`src/rtl/status_flag_unit.sv`:
```
// rtl/status_flag_unit.sv - 6502 processor status register with ALU flag alignment
//
// Purpose:
//   Holds the 7-bit P register (C,Z,I,D,B,V,N at bits 0..6). ALU flag updates
//   come in two parts. The sequencer issues the update mask together with the
//   alu_op. The ALU result flags arrive ALU_LATENCY cycles later. A small pipe
//   delays the mask so that it meets the result. The unit also handles
//   SEx/CLx, PLP/RTI loads, interrupt entry, the PHP/BRK push byte and branch
//   condition evaluation.
//
// Configuration:
//   STATUS_BYPASS_EN - when defined, branch_taken and p_push_byte are taken
//   from next-P, and flag_busy is tied to 0.
//
// Ports:
//   clk, rst_n     core clock; asynchronous active-low reset
//   alu_flags_in   registered ALU flags, valid on the aligned cycle
//   upd_valid      an ALU op issued this cycle will write flags
//   upd_mask       flags the issued op may write
//   set_mask       flags forced to 1 this cycle
//   clr_mask       flags forced to 0 this cycle (wins over set_mask)
//   p_load_valid   load P from p_load_data (stack format)
//   p_load_data    stack-format status byte
//   irq_entry      interrupt/BRK entry, sets I
//   push_brk       bit 4 of p_push_byte
//   branch_cond    branch opcode[7:5]
//   status_out     current P
//   p_push_byte    {N,V,1,push_brk,D,I,Z,C}
//   branch_taken   selected flag equals branch_cond[0]
//   flag_busy      an ALU update is still in the alignment pipe

module status_flag_unit #(
  parameter int ALU_LATENCY = 1
) (
  input  logic       clk,
  input  logic       rst_n,
  input  logic [6:0] alu_flags_in,
  input  logic       upd_valid,
  input  logic [6:0] upd_mask,
  input  logic [6:0] set_mask,
  input  logic [6:0] clr_mask,
  input  logic       p_load_valid,
  input  logic [7:0] p_load_data,
  input  logic       irq_entry,
  input  logic       push_brk,
  input  logic [2:0] branch_cond,
  output logic [6:0] status_out,
  output logic [7:0] p_push_byte,
  output logic       branch_taken,
  output logic       flag_busy
);

  localparam int FLAG_C = 0;
  localparam int FLAG_Z = 1;
  localparam int FLAG_I = 2;
  localparam int FLAG_B = 4;
  localparam int FLAG_V = 5;
  localparam int FLAG_N = 6;

  localparam logic [6:0] P_RESET = 7'h04;

  logic [6:0]                  p_q;
  logic [6:0]                  p_d;
  logic [ALU_LATENCY-1:0]      pipe_valid_q;
  logic [ALU_LATENCY-1:0][6:0] pipe_mask_q;

  logic       aligned_valid;
  logic [6:0] aligned_mask;
  logic [6:0] load_p;
  logic [6:0] out_src;
  logic       sel_flag;

  // Bits 5 and 4 of the stack byte have no storage in P.
  logic unused_load_bits;
  assign unused_load_bits = ^p_load_data[5:4];

  // Mask alignment pipe: each op's mask travels on its own, one stage per cycle.
  always_ff @(posedge clk or negedge rst_n) begin
    if (!rst_n) begin
      pipe_valid_q <= '0;
      pipe_mask_q  <= '0;
    end else begin
      pipe_valid_q[0] <= upd_valid;
      pipe_mask_q[0]  <= upd_mask;
      for (int i = 1; i < ALU_LATENCY; i++) begin
        pipe_valid_q[i] <= pipe_valid_q[i-1];
        pipe_mask_q[i]  <= pipe_mask_q[i-1];
      end
    end
  end

  assign aligned_valid = pipe_valid_q[ALU_LATENCY-1];
  assign aligned_mask  = pipe_mask_q[ALU_LATENCY-1];

  // Stack byte bit positions: N=7, V=6, D..C=3..0; B is never stored.
  assign load_p = {p_load_data[7], p_load_data[6], 1'b0, p_load_data[3:0]};

  // Writers are applied lowest priority first so later ones override.
  always_comb begin
    p_d = p_q;
    if (p_load_valid) begin
      p_d = load_p;
    end else begin
      for (int i = 0; i < 7; i++) begin
        if (aligned_valid && aligned_mask[i]) begin
          p_d[i] = alu_flags_in[i];
        end
      end
      p_d = p_d | set_mask;
      p_d = p_d & ~clr_mask;
      if (irq_entry) begin
        p_d[FLAG_I] = 1'b1;
      end
    end
    p_d[FLAG_B] = 1'b0;
  end

  always_ff @(posedge clk or negedge rst_n) begin
    if (!rst_n) begin
      p_q <= P_RESET;
    end else begin
      p_q <= p_d;
    end
  end

  assign status_out = p_q;

`ifdef STATUS_BYPASS_EN
  assign out_src   = p_d;
  assign flag_busy = 1'b0;
`else
  assign out_src   = p_q;
  assign flag_busy = |pipe_valid_q;
`endif

  assign p_push_byte = {out_src[FLAG_N], out_src[FLAG_V], 1'b1, push_brk, out_src[3:0]};

  // branch_cond[2:1]: 00=N, 01=V, 10=C, 11=Z
  always_comb begin
    sel_flag = 1'b0;
    case (branch_cond[2:1])
      2'b00:   sel_flag = out_src[FLAG_N];
      2'b01:   sel_flag = out_src[FLAG_V];
      2'b10:   sel_flag = out_src[FLAG_C];
      default: sel_flag = out_src[FLAG_Z];
    endcase
  end

  assign branch_taken = (sel_flag == branch_cond[0]);

endmodule

```
`config.mk`:
```
export PLATFORM = sky130hd
export DESIGN_NAME = status_flag_unit
export DESIGN_NICKNAME = d
export VERILOG_FILES = /design/src/rtl/status_flag_unit.sv
export SDC_FILE = /design/constraint.sdc
export NUM_CORES = 1
export LEC_CHECK = 0
export CAP_MARGIN = 20
export CORE_ASPECT_RATIO = 1.1
export CORE_MARGIN = 3
export CORE_UTILIZATION = 30
export CTS_CLUSTER_DIAMETER = 30
export DETAILED_ROUTE_END_ITERATION = 8
export DONT_BUFFER_PORTS = 1
export SYNTH_ARGS = -nofsm -noshare
export SYNTH_HDL_FRONTEND = slang
export SYNTH_SLANG_ARGS = --single-unit
```
`constraint.sdc`:
```
create_clock -name clk -period 1.5 [get_ports clk]
set_clock_uncertainty 0.1 [all_clocks]
set_input_delay 0.225 -clock clk [delete_from_list [all_inputs] [get_ports clk]]
set_output_delay 0.225 -clock clk [all_outputs]
set_load 0.05 [all_outputs]
```
==> results.md <==
- Worst Tran Pin Value: about 0.58 ns
- Initial Utilization: about a third
- Crit. Startpoint: status_out[1]
- Largest net degree at the start of global routing: 14
- Worst hold path cell count: 2
- Synth Flop Type: dfrtp_1
- DP Cell Count: 79
- Register bit total from synthesis: 13
- Post-synth top cells: 12 x dfrtp_1, 9 x buf_4, 6 x nand2_1
- Critical path class: flop to primary output
- DRC: 0
- Post-DP HPWL: 1.10 mm
- Synthesized area: 619 µm²
- CP max-delay cell: mux4_2
- Global placement routability congestion: 0.569
- Final Setup Violations: 1
- Relative slew margins: 61.1%
- Max-cap viol count: 0
- Cell Rows: 16
- Final wirelength: 1.57 mm
- Gate count of the mapped netlist: 55
- Via count: 495
- Util after Layout: approximately half
- Hold path startpoint: alu_flags_in[2]
- Most common cell in the netlist: dfrtp_1
- CTS buffer count: 3
- CTS root buffer: clkbuf_4
- Final worst-path cycle share: 124%
- Tot GR Track Use: approximately an eighth
- Fin crit period: roughly 1.9 ns
- TritonCTS clock tree: built
- Critical R2R Launch: status_out[5]
- Reg2Reg Setup Slack: 0.10 ns
- Clock sink total: 13
- Layout cells sized above 1: 25.0%
- Slew Limit Fails: 0
- Largest stage delay on the critical path: approximately 0.53 ns
- H-tree Lvls: 1
- Crit end category: primary output
- Worst skew pair latency: 0.27 ns
- Pwr dens: 999 nW/µm²
- DR vias/cell: ~4.8
- First-pass GRT wire length: about 2.3 mm
- RR Endpoint: status_out[5]
- Maximum VDD drop: 0.496 mV
- Failing checks: negative setup slack
- Horiz. Die Dim: 49.3 µm
- Area growth from synthesis to layout: 47.5%
- Worst-path fanout max: 2
- Cell accounting for the most synthesized area: dfrtp_1
- Hold WC Path Type: primary input to flop
- DR pass1 iterations: 6
- LEAKAGE: 0.375 nW
- Worst Path Required: 1.17 ns
- Grt ovf: 0
- FFs w/ async S/R, synth: between 90% and 100%
- Vias in the first global route: 559
- Post-synth EDFFs: 0
- DR WL/cell: 15.2 µm
- Yosys warns: 0
- Cells on worst reg2reg path: 4
- Starting DRC count in detailed routing: 11
- Yosys top cell area share: 48.5%
- Status: finished, violations left
- Antenna diodes: 0
- Startpoint Class: flop
- Post-synth cell types: 18
- CTS clock-pin slew for the worst setup and hold paths: 0.08 ns
- PortBufs: 0
- Critical Path AT: 1.54 ns
- Register area share after synthesis: a little over half
- Final Hold Viols: 0
- Clock Path Buffers: 2
- Top cells by area, synth: dfrtp_1 48%, buf_4 11%, a311oi_1 7.1%, a21boi_0 6.1%, o31ai_1 6.1%
- Fmax achieved: 538 MHz
- Initial antenna violation count: 0
- Final std cells w/o fill: a little over 100
- Die height: 53.7 µm
- Boundary Pins: 62
- Crit path cell chain: mux4_2 > xnor2_4 > buf_12
- Postcts setup bufs: 0
- Avg Inst Size Synth: 11.3 µm²
- RSZ-0062 raised after global routing: yes
- Setup slack after layout: -0.360 ns
- Post-DRT Antenna Nets: 0
- Synth Net Count: 100
- Die Outline Area: approximately 2600 µm²
- Core box area: ~1900 µm²
- Hold Path Sink: status_out[2]
- Nets: 122
## stage by stage
| step | power (mW) | area (µm²) | hold WS, ns | TNS, ns | setup WS [ns] |
|---|---|---|---|---|---|
| after floorplan | 0.622 | 643 | -0.171 | -0.280 | -0.280 |
| after global placement | 0.650 | 686 | -0.170 | -0.0892 | -0.0892 |
| after detailed placement | 0.653 | 686 | -0.170 | -0.0947 | -0.0947 |
| after CTS | 0.928 | 912 | 0.0313 | -0.385 | -0.385 |
| after global routing | 0.957 | 913 | 0.0652 | -0.409 | -0.409 |
| final | 0.912 | 913 | 0.0671 | -0.360 | -0.360 |
## power by group
group,leakage [nW],total [mW],internal (mW),switching (mW)
sequential,0.148,0.393,0.377,0.0159
clock,0.0150,0.216,0.103,0.113
combinational,0.213,0.304,0.115,0.188
total,0.375,0.912,0.595,0.317
## worst max-delay path by stage
| stage | end | slack, ns | depth (start not counted) |
|---|---|---|---|
| floorplan | branch_taken | -0.28 | 2 |
| global placement | branch_taken | -0.09 | 3 |
| detailed placement | branch_taken | -0.09 | 3 |
| CTS | branch_taken | -0.39 | 3 |
| global route | branch_taken | -0.41 | 3 |
| finish | branch_taken | -0.36 | 3 |
## cells by family after synthesis
kind of cell | count (synthesis) | synth area share [%]
other | 2 | 1.21
buffers and inverters | 12 | 12.9
AND/OR/NAND/NOR | 8 | 5.45
flip-flops | 13 | 52.7
AO/OA/AOI/OAI | 17 | 21.0
multiplexers | 2 | 5.25
XOR/XNOR | 1 | 1.41
## per-layer routing
metal  share of wire [%]  track usage, %  vias up
met5                   0               0        -
met4                0.64            9.48        0
met3                 7.7            3.88        2
met2                  55            18.8       32
met1                  37            14.2      232
li1                    -               -      229
## state kept, by name, summed over array words and instances, names as in the netlist
name,cells
aligned_mask,6
flag_busy,1
status_out,6
## worst max-delay path, delay by kind of cell, from the launching register on
kind | cells | cell delay, ns
DFF | 1 | 0.40
xor gates and xnor gates | 1 | 0.18
buffers and inverters | 1 | 0.15
muxes | 1 | 0.53
## cell type report
| type | count | area, µm² |
|---|---|---|
| Timing Repair Buffer | 28 | 285 |
| Clock buffer | 4 | 26.3 |
| Tap cell | 27 | 33.8 |
| Sequential cell | 13 | 333 |
| Inverter | 1 | 3.75 |
| Fill cell | 180 | 948 |
| Multi-Input combinational cell | 30 | 231 |
## cell usage in the layout (no fill, tap or decap)
| cell type | netlist | layout |
|---|---|---|
| a21boi_0 | 5 | 5 |
| a21oi_1 | 1 | 1 |
| a311oi_1 | 5 | 5 |
| buf_12 | 0 | 2 |
| buf_4 | 9 | 6 |
| clkbuf_1 | 1 | 1 |
| clkbuf_4 | 0 | 3 |
| conb_1 | 2 | 2 |
| dfrtp_1 | 12 | 7 |
| dfrtp_2 | 0 | 5 |
| dfstp_2 | 1 | 1 |
| dlygate4sd3_1 | 0 | 20 |
| inv_1 | 1 | 1 |
| mux2i_1 | 1 | 1 |
| mux4_2 | 1 | 1 |
| nand2_1 | 6 | 6 |
| nand2b_1 | 1 | 1 |
| nor3_1 | 1 | 1 |
| o22ai_1 | 1 | 1 |
| o31ai_1 | 5 | 5 |
| xnor2_4 | 0 | 1 |
## timing repair
| item | CTS | global route |
|---|---|---|
| hold buffers | 20 | 0 |
| endpoints found under the setup margin | 1 | 2 |
| resized for setup | 0 | 1 |
| pin swaps | 1 | 0 |
| gates cloned | 0 | 0 |
| endpoints found under the hold margin | 26 | 0 |
(Power assumes the default switching activity.)
